===== src/rtl/glb_axi_wr_packer.sv =====
// -----------------------------------------------------------------------------
// glb_axi_wr_packer
//
// Packs the 32-bit host AXI write stream into 64-bit GLB bank words with byte
// strobes. The packer also splits the flat GLB byte address into a tile index
// and a tile-local bank address. Each finished bank word is presented through
// a one-entry registered valid/ready request toward the GLB tile write port.
//
// Ports
//   clk, rst_n   clock; asynchronous active-low reset
//   in_start     loads the base byte address (honoured only while idle)
//   in_addr      base byte address, sampled together with in_start
//   in_valid     host word valid
//   in_ready     host word accepted on in_valid && in_ready
//   in_data      host word
//   in_last      final word of the transfer
//   out_valid    bank write request valid
//   out_ready    GLB accepts the request
//   out_tile     GLB tile index
//   out_addr     tile-local byte address, 8-byte aligned
//   out_data     packed bank word
//   out_strb     byte strobes (8'h0F low half, 8'hF0 high half)
//   busy         a transfer is in progress
//   err_unalign  one-cycle pulse when in_start carries a non word-aligned address
// -----------------------------------------------------------------------------
module glb_axi_wr_packer #(
    parameter int CGRA_WIDTH        = 32,
    parameter int GLB_TILE_MEM_SIZE = 256,
    parameter int AXI_DATA_WIDTH    = 32,
    parameter int BANK_DATA_WIDTH   = 64,
    localparam int NUM_GLB_TILES    = CGRA_WIDTH / 2,
    localparam int TILE_SEL_W       = $clog2(NUM_GLB_TILES),
    localparam int TILE_OFS_W       = $clog2(GLB_TILE_MEM_SIZE) + 10,
    localparam int GLB_ADDR_WIDTH   = TILE_OFS_W + TILE_SEL_W,
    localparam int STRB_W           = BANK_DATA_WIDTH / 8
) (
    input  logic                       clk,
    input  logic                       rst_n,
    input  logic                       in_start,
    input  logic [GLB_ADDR_WIDTH-1:0]  in_addr,
    input  logic                       in_valid,
    output logic                       in_ready,
    input  logic [AXI_DATA_WIDTH-1:0]  in_data,
    input  logic                       in_last,
    output logic                       out_valid,
    input  logic                       out_ready,
    output logic [TILE_SEL_W-1:0]      out_tile,
    output logic [TILE_OFS_W-1:0]      out_addr,
    output logic [BANK_DATA_WIDTH-1:0] out_data,
    output logic [STRB_W-1:0]          out_strb,
    output logic                       busy,
    output logic                       err_unalign
);

    localparam int HALF_STRB_W = AXI_DATA_WIDTH / 8;

    localparam logic [1:0] IDLE  = 2'd0;
    localparam logic [1:0] FILL  = 2'd1;
    localparam logic [1:0] DRAIN = 2'd2;

    logic [1:0]                 state;
    logic [GLB_ADDR_WIDTH-1:0]  cur_addr;
    logic                       ptr;        // half of the bank word the next host word fills
    logic [BANK_DATA_WIDTH-1:0] acc_data;
    logic [STRB_W-1:0]          acc_strb;

    logic                       accept;
    logic                       emit;
    logic [BANK_DATA_WIDTH-1:0] next_data;
    logic [STRB_W-1:0]          next_strb;
    logic [GLB_ADDR_WIDTH-1:0]  bank_addr;

    // A new word may enter only when the output slot is free or is being
    // emptied in this same cycle, which keeps full throughput without a
    // second buffer entry.
    assign in_ready  = (state == FILL) && (!out_valid || out_ready);
    assign accept    = in_valid && in_ready;
    assign emit      = accept && (ptr || in_last);
    assign busy      = (state != IDLE);
    assign bank_addr = {cur_addr[GLB_ADDR_WIDTH-1:3], 3'b000};

    // Accumulator contents as they would look with the current word merged in.
    always_comb begin
        // NOTE: every always_comb output gets a default first so no path can
        // leave it unassigned and infer a latch.
        next_data = acc_data;
        next_strb = acc_strb;
        next_data[int'(ptr)*AXI_DATA_WIDTH +: AXI_DATA_WIDTH] = in_data;
        next_strb[int'(ptr)*HALF_STRB_W +: HALF_STRB_W]       = '1;
    end

    // Control path and accumulator.
    always_ff @(posedge clk or negedge rst_n) begin
        if (!rst_n) begin
            // NOTE: sequential state uses non-blocking assignments only, so all
            // registers update together from values sampled at the clock edge.
            state       <= IDLE;
            cur_addr    <= '0;
            ptr         <= 1'b0;
            acc_data    <= '0;
            acc_strb    <= '0;
            err_unalign <= 1'b0;
        end else begin
            err_unalign <= 1'b0;
            case (state)
                IDLE: begin
                    if (in_start) begin
                        if (in_addr[1:0] == 2'b00) begin
                            cur_addr <= in_addr;
                            ptr      <= in_addr[2];
                            acc_data <= '0;
                            acc_strb <= '0;
                            state    <= FILL;
                        end else begin
                            err_unalign <= 1'b1;
                        end
                    end
                end
                FILL: begin
                    if (accept) begin
                        ptr <= ~ptr;
                        if (emit) begin
                            acc_data <= '0;
                            acc_strb <= '0;
                            // The tile index rides on the upper address bits, so
                            // a plain wrapping increment also crosses tiles.
                            cur_addr <= cur_addr + GLB_ADDR_WIDTH'(8);
                            if (in_last) begin
                                state <= DRAIN;
                            end
                        end else begin
                            acc_data <= next_data;
                            acc_strb <= next_strb;
                        end
                    end
                end
                DRAIN: begin
                    if (out_valid && out_ready) begin
                        state <= IDLE;
                    end
                end
                default: state <= IDLE;
            endcase
        end
    end

    // One-entry output request register; contents hold while stalled.
    always_ff @(posedge clk or negedge rst_n) begin
        if (!rst_n) begin
            out_valid <= 1'b0;
            out_tile  <= '0;
            out_addr  <= '0;
            out_data  <= '0;
            out_strb  <= '0;
        end else if (emit) begin
            out_valid <= 1'b1;
            out_tile  <= bank_addr[GLB_ADDR_WIDTH-1:TILE_OFS_W];
            out_addr  <= bank_addr[TILE_OFS_W-1:0];
            out_data  <= next_data;
            out_strb  <= next_strb;
        end else if (out_ready) begin
            out_valid <= 1'b0;
        end
    end

endmodule


===== config.mk =====
export PLATFORM = sky130hd
export DESIGN_NAME = glb_axi_wr_packer
export DESIGN_NICKNAME = d
export VERILOG_FILES = /design/src/rtl/glb_axi_wr_packer.sv
export SDC_FILE = /design/constraint.sdc
export NUM_CORES = 1
export LEC_CHECK = 0
export BUFFER_PORTS_ARGS = -buffer_cell sky130_fd_sc_hd__buf_2
export CORE_MARGIN = 5
export CORE_UTILIZATION = 50
export CTS_CLUSTER_DIAMETER = 60
export CTS_CLUSTER_SIZE = 25
export DETAILED_ROUTE_END_ITERATION = 12
export PLACE_DENSITY = 0.73
export SETUP_SLACK_MARGIN = 0.1
export SKIP_CTS_REPAIR_TIMING = 1
export SYNTH_ARGS = -nofsm -noshare
export SYNTH_HDL_FRONTEND = slang
export SYNTH_SLANG_ARGS = --single-unit

===== constraint.sdc =====
create_clock -name clk -period 2.7 [get_ports clk]
set_clock_uncertainty 0.05 [all_clocks]
set_input_delay 0.675 -clock clk [delete_from_list [all_inputs] [get_ports clk]]
set_output_delay 0.675 -clock clk [all_outputs]
set_load 0.01 [all_outputs]

== Word-level counts from Yosys, hierarchy flattened ==
Index checks and enable logic that the tools add are counted.

* Register bits: 190
* Input bits: 60
* Output and inout port bits: 98
* Word-level logic and storage cells: 75

* $add $sub $neg: 3
* Equal/unequal tests: 8
* Shift operators: 4
* Muxes and demuxes: 33
* Bitwise logic cells: 1
* Reduce and logical (&&, ||, !) cells: 15

{| class="wikitable"
|+ Operators by type and width
! operator !! number
|-
| 64-bit two-way mux || 4
|-
| 64-bit case mux with 2 select lines || 1
|-
| 22-bit two-way mux || 4
|-
| 64-bit bitwise mux || 1
|-
| 32-bit by 33-bit variable shift with 64-bit output, first input constant || 1
|-
| 32-bit by 33-bit variable part select with 64-bit output || 1
|-
| 22-bit case mux with 2 select lines || 1
|-
| 3-bit negator with 33-bit output || 1
|-
| 6-bit negator with 33-bit output || 1
|-
| 4-bit by 33-bit variable shift with 8-bit output, first input constant || 1
|-
| 4-bit by 33-bit variable part select with 8-bit output, first input constant || 1
|-
| 8-bit two-way mux || 4
|-
| 22-bit by 4-bit adder with 22-bit output, second input constant || 1
|-
| 8-bit case mux with 2 select lines || 1
|-
| 2-bit two-way mux || 6
|-
| 2-bit != test, second input constant || 6
|-
| 8-bit bitwise mux || 1
|-
| 1-bit two-way mux || 8
|-
| 2-bit case mux with 3 select lines || 1
|-
| 6-bit AND reduction || 1
|-
| 2-bit nonzero test || 3
|-
| 5-bit AND reduction || 1
|-
| 1-bit logical AND || 4
|-
| 2-bit zero test || 2
|-
| other kinds (7) || 8
|}

== Logic depth before layout (Yosys ltp) ==
Gate-level depths: netlist of the first run.

* Depth after elaboration: 8
* Depth in mapped cells: 8
* Depth with buffers taken out: 5

== Least setup slack after synthesis of the first run ==
Ideal clock, no wire load.

* Kind: register to output
* Start point: register state[1]
* End point: output port in_ready
* Arrival: 1.322 ns
* Required time: 1.975 ns
* Slack: 0.653 ns
* Stages on the path, launching flop included: 5
* Buffers on the path: 2
* Cells stage by stage: dfrtp_1 and2b_4 buf_2 clkbuf_1 and2_1

* Word-level cells in the longest chain between the ends: 2

{| class="wikitable"
|+ Ends and longest elaborated chain
! what !! RTL line !! text
|-
| start, declared || 61 || <nowiki>logic [1:0] state;</nowiki>
|-
| start signal, assigned || 97 || <nowiki>state <= IDLE;</nowiki>
|-
| start signal, assigned || 113 || <nowiki>state <= FILL;</nowiki>
|-
| start signal, assigned || 129 || <nowiki>state <= DRAIN;</nowiki>
|-
| 2-bit by 1-bit equality test with 1-bit output || 76 || <nowiki>assign in_ready = (state == FILL) && (!out_valid || out_ready);</nowiki>
|-
| 1-bit logical AND || 76 ||
|-
| end, declared || 42 || <nowiki>output logic in_ready,</nowiki>
|}

Every way passes these cells.

== Worst setup path in the final report of the first run ==
Ends and elaborated chain as after synthesis.

==> impl_metrics.csv, run 1 <==
group,metric,value,unit
status,outcome,"complete, no violations",
yosys,yosysSeqAreaShare,58.2,%
timing,rsz0062_at_grt,"no",
yosys,synth.avg_cell_area,10.9,um2
routing,routed_wl,19400,um
yosys,netlist_instances,737,
layout,multi_input_area,3050,um2
routing,ant_nets,0,
yosys,synth-adder-area-share,0.156,%
setup_path,worstPathArrival,1.77,ns
layout,layout_commonest_cell,"dfrtp_1",
layout,final_cell_mix,"186 x dfrtp_1, 153 x buf_2, 125 x nand2_1",
yosys,synthSimpleGateAreaFrac,13.4,%
pwr,switching_share,37.4,%
yosys,ys_types,52,
floorplanning,dieArea,18700,um2
pwr,p_sw,0.00412,W
cts,cts_tree,"yes",
floorplanning,die_x,137,um
routing,avgRoutedWirePerCell,17.6,um
setup_path,ff2ff_path_depth,5,
pwr,p_total,0.0110,W
setup_path,startpoint_type,"register",
setup_path,crit_chain,"and2b_4 -> and2_1 -> buf_2",
setup_path,critical-path-max-stage-delay,0.59,ns
grt,grt_max_degree,67,
yosys,synth_compound_area_share,15.9,%
timing,worstMarginPinSlew,0.901,ns
placement,gp_congestion,0.814,
timing,relSlewSlack,39.9,%
timing,setup_viol,0,
yosys,mappedNetlistArea,8040,um2
timing,tns,0,ns
floorplanning,fp.dieH,137,um
yosys,synth_mux_area_share,8.22,%
floorplanning,ios,158,
setup_path,reg2reg_to,"acc_data[6]",
routing,drt-pass1-iter-count,4,
grt,grtUsageTotal,21.1,%
layout,fill_cells,1313,
timing,fin_crit,2.49,ns
setup_path,cp-end-kind,"primary output",
layout,finalNetCount,932,
pwr,p_comb_share,36.1,%
run,maxCapViolations,0,
yosys,ys_async_sr_fraction,100,%
floorplanning,core.rowCount,46,
floorplanning,initial_core_util,50.8,%
layout,final_layout_size_suffix_gt1_share,24.2,%
placement,io_buffer_count,154,
layout,seq_area,4680,um2
pwr,internal_power,0.00692,W
cts,clk_latency,0.43,ns
yosys,synth_edf_count,0,
grt,grt_pass1_wl,31200,um
grt,antenna_found_initial,0,
yosys,synth_top_family_by_area,"compound AO/OA/AOI/OAI gates",
layout,antennaDiodeCount,0,
grt,grt_overflow,0,
pwr,p_per_area,1150,nW/um2
placement,hpwl,12700,um
pwr,clkPwrFrac,22.1,%
cts,cts_buffer_depth,2,
yosys,synthFlopType,"dfrtp_1",
timing,report.final.slew_viol_count,0,
timing,clock.fmax,0.401,GHz
grt,grt_pass1_vias,6074,
setup_path,required,1.98,ns
pwr,ir_drop,0.525,mV
routing,drc,0,
yosys,yosysWarnings,0,
cts,htree_levels,4,
routing,drt_iter0_markers,335,
cts,cts-buffers-inserted,17,
cts,path_clk_slew,0.07,ns
timing,fin_crit_sh,92.3,%
timing,hold_viol_final,0,
setup_path,cp_slowest_cell,"and2b_4",
routing,vias,6083,
floorplanning,core-area,15800,um2
layout,syn_to_final_growth,19.4,%
min_path,hp-class,"input pin to async pin",
pwr,p_seq_share,41.8,%
setup_path,r2r-start,"state[1]",
cts,cts.sinks,187,
yosys,synth_seq_cells,187,
setup_path,crit_path_max_fanout,40,
cts,root_buffer,"clkbuf_16",
setup_path,critPathKind,"register to primary output",
pwr,p_leak,4.88,nW
setup_path,rrSetupSlack,0.53,ns
routing,viasPerCell,5.53,
yosys,synthXorXnorAreaFrac,0,%
## power by group through the flow
stage	combinational [W]	sequential, W	clock (W)
4_1_cts	0.00404	0.00462	0.00249
2_1_floorplan	0.00243	0.00476	0
6_report	0.00398	0.00462	0.00244
3_3_place_gp	0.00392	0.00463	0
5_1_grt	0.00441	0.00477	0.00260
3_5_place_dp	0.00402	0.00465	0
## Yosys cell counts (all sizes together), types with 6 or more instances
master,number,share of area (%)
a22oi,9,0.84
a22o,33,3.6
nand2,125,5.8
and3,42,3.3
a31oi,10,0.78
nand3,9,0.56
nor3,6,0.37
o22ai,10,0.78
inv,9,0.42
clkbuf,20,0.93
buf,40,2.7
o22a,11,1.2
a21oi,8,0.50
mux2i,66,8.2
o21ai,74,4.6
nor2,24,1.1
dfrtp,187,58
## sequential cells by signal (all words and copies together) (netlist names)
signal / flops
state: 2
acc_data: 64
out_addr: 15
acc_strb: 8
out_data: 64
out_tile: 4
ptr: 1
cur_addr: 19
out_strb: 8
err_unalign: 1
out_valid: 1
## per-layer routing
metal  GRT usage [%]  wire (um)  share of wire, %  vias to the layer above
li1                -          -                 -                     2899
met4            6.26        221               1.1                        0
met2            33.1       9070                47                      181
met5               0          0                 0                        -
met3            4.78       1140               5.9                       20
met1            29.6       8950                46                     2983
## layout make-up
cell class / count / area share [%]
clock buffers: 19 / 4.62
clock inverters: 13 / 1.38
inverters: 9 / 0.352
multi-input cells: 483 / 31.8
flip-flops and latches: 187 / 48.8
well taps: 216 / 2.82
repair buffers: 173 / 10.3
## worst max path at each step
stage          slack [ns]      start            to  cells after the start
6_report             0.21   state[1]      in_ready                      3
5_1_grt              0.11   state[1]      in_ready                      3
2_1_floorplan        0.65   state[1]      in_ready                      4
3_5_place_dp         0.45  out_ready  cur_addr[16]                      5
3_3_place_gp         0.50  out_ready  cur_addr[16]                      5
4_1_cts              0.18   state[1]      in_ready                      3
## worst max-delay path: cells and delay by family (launching register included)
kind / cells / cell delay, ns
DFF: 1 / 0.44
buffers and inverters: 1 / 0.12
and+or+nand+nor: 2 / 0.78
## logic make-up after synthesis
family / after synthesis
DFF: 187
adders and majority gates: 1
AOI/OAI and AO/OA: 186
and+or+nand+nor: 227
muxes: 66
other: 1
buffers and inverters: 69
## metrics by stage
step	setup slack [ns]	util [%]	instances	cell area, um2	hold slack (ns)
2_1_floorplan	0.653	-	739	8040	0.329
3_3_place_gp	0.499	57.0	1068	9020	0.405
3_5_place_dp	0.451	57.0	1068	9020	0.410
4_1_cts	0.180	60.6	1100	9600	0.199
5_1_grt	0.106	60.6	1100	9600	0.208
6_report	0.208	60.6	1100	9600	0.181
Power figures use the tool's default switching activity.
==> run 2: changes to the inputs <==
--- a/config.mk
+++ b/config.mk
@@ -5,6 +5,7 @@
 export SDC_FILE = /design/constraint.sdc
 export NUM_CORES = 1
 export LEC_CHECK = 0
+export ABC_AREA = 1
 export BUFFER_PORTS_ARGS = -buffer_cell sky130_fd_sc_hd__buf_2
 export CORE_MARGIN = 5
 export CORE_UTILIZATION = 50
==> run 2 against run 1 <==
Core utilization down 0.39 points. Sequential share of layout area down 2.0 points. First-iteration DRC count up 29%. Combinational power down 96%. Non-clock buffer count down 8. Area after synthesis up 5.5%. Worst hold slack worse by 0.0053 ns. Wire length up 4.9%. Largest cell class unchanged.
==> impl_metrics.csv, run 2 <==
group,metric,value,unit
setup_path,r2r-start,"state[0]",
routing,avgRoutedWirePerCell,14.3,um
min_path,hp-class,"input pin to async pin",
timing,report.final.slew_viol_count,0,
setup_path,cp-end-kind,"primary output",
grt,grt_overflow,0,
cts,path_clk_slew,0.06,ns
floorplanning,core.rowCount,47,
yosys,ys_types,29,
routing,drt_iter0_markers,433,
routing,routed_wl,20300,um
floorplanning,fp.dieH,140,um
routing,vias,7078,
setup_path,critPathKind,"register to primary output",
cts,cts.sinks,187,
yosys,synth_top_family_by_area,"simple AND/OR/NAND/NOR gates",
pwr,ir_drop,0.448,mV
yosys,synth_seq_cells,187,
status,outcome,"complete, no violations",
yosys,synthXorXnorAreaFrac,0.103,%
timing,fin_crit_sh,89.9,%
yosys,mappedNetlistArea,8480,um2
grt,grt_pass1_wl,34100,um
timing,hold_viol_final,0,
grt,grtUsageTotal,21.2,%
layout,layout_commonest_cell,"nand2_1",
timing,relSlewSlack,38.4,%
timing,hold_slack,0.176,ns
cts,cts_buffer_depth,2,
cts,htree_levels,4,
setup_path,required,1.98,ns
setup_path,worstPathArrival,1.70,ns
setup_path,reg2reg_to,"out_strb[5]",
yosys,synthFlopType,"dfrtp_1",
setup_path,startpoint_type,"register",
yosys,synth.avg_cell_area,7.98,um2
layout,post-route-util,60.2,%
pwr,p_per_area,563,nW/um2
routing,ant_nets,0,
yosys,netlist_instances,1062,
yosys,synth_top_area_share,55.2,%
yosys,synth-adder-area-share,0.148,%
cts,cts_tree,"yes",
yosys,yosysWarnings,0,
pwr,p_leak,5.42,nW
setup_path,critical_path.startpoint,"state[0]",
timing,rsz0062_at_grt,"no",
layout,antennaDiodeCount,0,
cts,clk_latency,0.43,ns
layout,finalNetCount,1250,
timing,clock.fmax,0.412,GHz
run,maxCapViolations,0,
yosys,ys_async_sr_fraction,100,%
yosys,yosysSeqAreaShare,55.2,%
floorplanning,die_x,140,um
grt,grt_pass1_vias,6866,
timing,setup_viol,0,
layout,top_regs,"acc_data: 64 flops, out_data: 64 flops, cur_addr: 19 flops",
placement,hpwl,13200,um
placement,gp_congestion,0.861,
yosys,synth_commonest_cells,"365 x nand2_1, 187 x dfrtp_1, 137 x inv_1",
yosys,synthTopCellsByArea,"dfrtp_1 55%, nand2_1 16%, inv_1 6.1%",
grt,grt_max_degree,164,
yosys,synth_mux_area_share,0,%
layout,final_layout_size_suffix_gt1_share,17.6,%
yosys,synth.most_common_cell,"nand2_1",
routing,drc,0,
yosys,synth_top_area_cell,"dfrtp_1",
grt,antenna_found_initial,0,
floorplanning,core-area,16600,um2
setup_path,crit_path_max_fanout,13,
yosys,synth_edf_count,0,
timing,tns,0,ns
placement,io_buffer_count,154,
timing,fin_crit,2.43,ns
layout,final_cell_mix,"365 x nand2_1, 186 x dfrtp_1, 153 x buf_2",
routing,drt-pass1-iter-count,5,
floorplanning,initial_core_util,51.1,%
timing,worstMarginPinSlew,0.924,ns
setup_path,ff2ff_path_depth,7,
yosys,synthSimpleGateAreaFrac,21.2,%
floorplanning,dieArea,19700,um2
cts,root_buffer,"clkbuf_16",
yosys,synth_compound_area_share,13.3,%
cts,cts-buffers-inserted,17,
layout,syn_to_final_growth,17.9,%
setup_path,rrSetupSlack,0.47,ns
floorplanning,ios,158,
routing,viasPerCell,4.98,
==> run 2: cell count changes after synthesis, sizes merged, moves of 33 or more <==
cell   change
a22o      -33
and3      -42
inv      +132
mux2i     -66
nand2    +241
o21ai     +97
==> run 2: how the worst max path moves through the flow <==
stage / end / slack [ns] / cells after the start
finish: in_ready / 0.27 / 5
floorplan: in_ready / 1.03 / 2
CTS: in_ready / 0.27 / 5
detailed placement: out_strb[5] / 0.24 / 8
global route: in_ready / 0.19 / 5
global placement: out_strb[7] / 0.29 / 8
==> run 2: cell type report <==
cell class	instances	area, um2
Clock inverter	12	170
Inverter	142	537
Fill cell	1529	6590
Timing Repair Buffer	165	912
Tap cell	220	275
Sequential cell	187	4680
Multi-Input combinational cell	676	2960
Clock buffer	20	457
==> run 2: logic make-up (layout without fill, tap and decap cells) <==
group,Yosys count,in the layout
compound gates,213,213
xor+xnor,1,1
fa+ha+maj,1,1
buf+inv,201,339
flops,187,187
other cells,1,3
simple gates,458,458
==> run 2: stage by stage <==
stage,area [um2],std cells,power (W),worst slack [ns]
2_1_floorplan,8480,1064,0.00290,1.03
3_3_place_gp,9360,1390,0.00303,0.291
3_5_place_dp,9360,1390,0.00303,0.236
4_1_cts,9990,1422,0.00569,0.266
5_1_grt,9990,1422,0.00581,0.194
6_report,9990,1422,0.00562,0.272
==> run 2: power by group <==
group | total [W] | leakage (nW) | internal, W | switching, W
sequential | 0.00280 | 2.37 | 0.00280 | 0
clock | 0.00265 | 0.298 | 0.00159 | 0.00106
combinational | 0.000172 | 2.76 | 0.0000581 | 0.000114
total | 0.00562 | 5.42 | 0.00445 | 0.00117
==> run 2: routing by layer <==
metal / routed length [um] / track usage, %
met5: 0 / 0
met1: 9240 / 28.9
met3: 1200 / 4.94
met4: 399 / 6.88
met2: 9490 / 33.6
==> run 2: worst max-delay path: stages (launching register included) <==
cell and delay, ns:
dfrtp_1 0.42, inv_2 0.07, nor2_4 0.12, inv_1 0.22
nor2_1 0.27, buf_2 0.18
==> run 3: changes to the inputs <==
--- a/config.mk
+++ b/config.mk
@@ -14,7 +14,6 @@
 export DETAILED_ROUTE_END_ITERATION = 12
 export PLACE_DENSITY = 0.73
 export SETUP_SLACK_MARGIN = 0.1
-export SKIP_CTS_REPAIR_TIMING = 1
 export SYNTH_ARGS = -nofsm -noshare
 export SYNTH_HDL_FRONTEND = slang
 export SYNTH_SLANG_ARGS = --single-unit
==> constraint.sdc (replaced) <==
create_clock -name clk -period 2.7 [get_ports clk]
set_clock_uncertainty 0.05 [all_clocks]
set_input_delay 0.675 -clock clk [delete_from_list [all_inputs] [get_ports clk]]
set_output_delay 0.675 -clock clk [all_outputs]
set_load 0.05 [all_outputs]
==> run 3 against run 2 <==
Power about the same. Count of clock-buffer cells in the layout increased by 1. First-iteration DRC count increased by 8.8%. Register-to-register slack improved by 0.19 ns. Sequential power about the same. Cell area increased by 0.36%. Via count decreased by 0.51%. Critical path depth decreased by 1. Setup slack improved by 0.12 ns. Critical path type unchanged. Critical endpoint unchanged.
==> impl_metrics.csv, run 3 (same netlist as run 2, synthesis figures left out) <==
group,metric,value,unit
status,outcome,"complete, no violations",
pwr,ir_drop,0.425,mV
setup_path,cp_slowest_cell,"dfrtp_1",
cts,hold_buffers,0,
routing,viasPerCell,4.94,
setup_path,reg2reg_to,"acc_data[1]",
placement,io_buffer_count,154,
grt,grt_overflow,0,
setup_path,critical-path-max-stage-delay,0.43,ns
cts,htree_levels,4,
timing,setup_viol,0,
floorplanning,initial_core_util,51.1,%
routing,ant_nets,0,
setup_path,cpLargestDelayFamily,"flip-flops",
timing,rsz0062_at_grt,"no",
setup_path,crit_chain,"nor2_4 -> inv_1 -> nor2_1 -> buf_2",
floorplanning,ios,158,
placement,gp_congestion,0.889,
timing,relSlewSlack,38.2,%
floorplanning,die_x,140,um
grt,grtUsageTotal,20.5,%
timing,fin_crit_sh,85.5,%
setup_path,critPathBufInv,2,
routing,avgRoutedWirePerCell,13.8,um
cts,cts_setup_buffers,0,
setup_path,rrSetupSlack,0.66,ns
floorplanning,core-area,16600,um2
routing,drt-pass1-iter-count,5,
setup_path,startpoint_type,"register",
setup_path,r2r-start,"state[1]",
setup_path,cp-end-kind,"primary output",
timing,report.final.slew_viol_count,0,
run,maxCapViolations,0,
timing,hold_slack,0.195,ns
floorplanning,core.rowCount,47,
setup_path,ff2ff_path_depth,8,
grt,antenna_found_initial,0,
placement,hpwl,13100,um
timing,clock.fmax,0.433,GHz
min_path,hp-class,"input pin to async pin",
routing,drt_iter0_markers,471,
cts,cts.sinks,187,
timing,fin_crit,2.31,ns
cts,cts_resized,0,
layout,top_regs,"acc_data: 64 flops, out_data: 64 flops, cur_addr: 19 flops",
grt,grt_max_degree,100,
setup_path,critPathKind,"register to primary output",
cts,cts-buffers-inserted,17,
pwr,p_per_area,560,nW/um2
cts,clk_latency,0.43,ns
layout,final_cell_mix,"365 x nand2_1, 186 x dfrtp_1, 153 x buf_2",
timing,tns,0,ns
floorplanning,fp.dieH,140,um
floorplanning,dieArea,19700,um2
grt,grt_pass1_wl,33200,um
layout,syn_to_final_growth,18.3,%
layout,antennaDiodeCount,0,
grt,grt_pass1_vias,6594,
cts,root_buffer,"clkbuf_16",
pwr,p_total,0.00562,W
pwr,p_leak,5.44,nW
setup_path,crit_path_max_fanout,4,
routing,routed_wl,19700,um
setup_path,required,1.98,ns
timing,worstMarginPinSlew,0.926,ns
routing,vias,7042,
layout,finalNetCount,1253,
timing,hold_viol_final,0,
setup_path,worstPathArrival,1.58,ns
cts,path_clk_slew,0.07,ns
layout,layout_commonest_cell,"nand2_1",
cts,cts_tree,"yes",
routing,drc,0,
cts,cts_buffer_depth,2,
layout,final_layout_size_suffix_gt1_share,17.8,%
run 3: changes by cell type in the layout (fill, tap and decap cells not counted):
cell,previous run,this run
bufinv_16,4,3
clkinv_4,0,1
clkbuf_8,3,4
buf_12,4,5
inv_8,0,1
buf_4,7,9
inv_6,0,2
clkinv_2,5,1
run 3: how the worst max path moves through the flow:
stage	from	endpoint	slack [ns]	cells after the start
3_5_place_dp	out_ready	out_strb[4]	0.57	8
3_3_place_gp	out_ready	out_strb[7]	0.62	8
6_report	state[1]	in_ready	0.39	4
2_1_floorplan	out_valid	in_ready	0.54	3
4_1_cts	state[1]	in_ready	0.38	4
5_1_grt	state[0]	in_ready	0.30	5
run 3: power by group:
| group | leakage [nW] | internal [W] | total [W] | switching [W] |
|---|---|---|---|---|
| registers | 2.37 | 0.00280 | 0.00280 | 0 |
| logic | 2.78 | 0.0000582 | 0.000179 | 0.000121 |
| clock network | 0.294 | 0.00155 | 0.00264 | 0.00109 |
| total | 5.44 | 0.00440 | 0.00562 | 0.00122 |
run 3: cell type report:
cell class / count / area [um2]
multi-input cells: 676 / 2960
fillers: 1502 / 6560
repair buffers: 168 / 947
well taps: 220 / 275
inverters: 142 / 537
clock inverters: 11 / 158
flip-flops and latches: 187 / 4680
clock buffers: 21 / 470
run 3: metal layers:
metal / up-vias / wire length, um / part of all wire, % / track usage (%)
li1: 3581 / - / - / -
met1: 3278 / 9170 / 47 / 29.0
met2: 161 / 9010 / 46 / 31.8
met3: 22 / 1200 / 6.1 / 5.35
met4: 0 / 280 / 1.4 / 4.95
met5: - / 0 / 0 / 0
run 3: metrics by stage:
stage,setup WS (ns),instance area [um2],util (%),cells
final,0.392,10000,60.5,1425
after global placement,0.622,9400,56.7,1393
after CTS,0.379,10000,60.5,1425
after floorplan,0.538,8480,-,1064
after detailed placement,0.567,9400,56.7,1393
after global routing,0.300,10000,60.5,1425
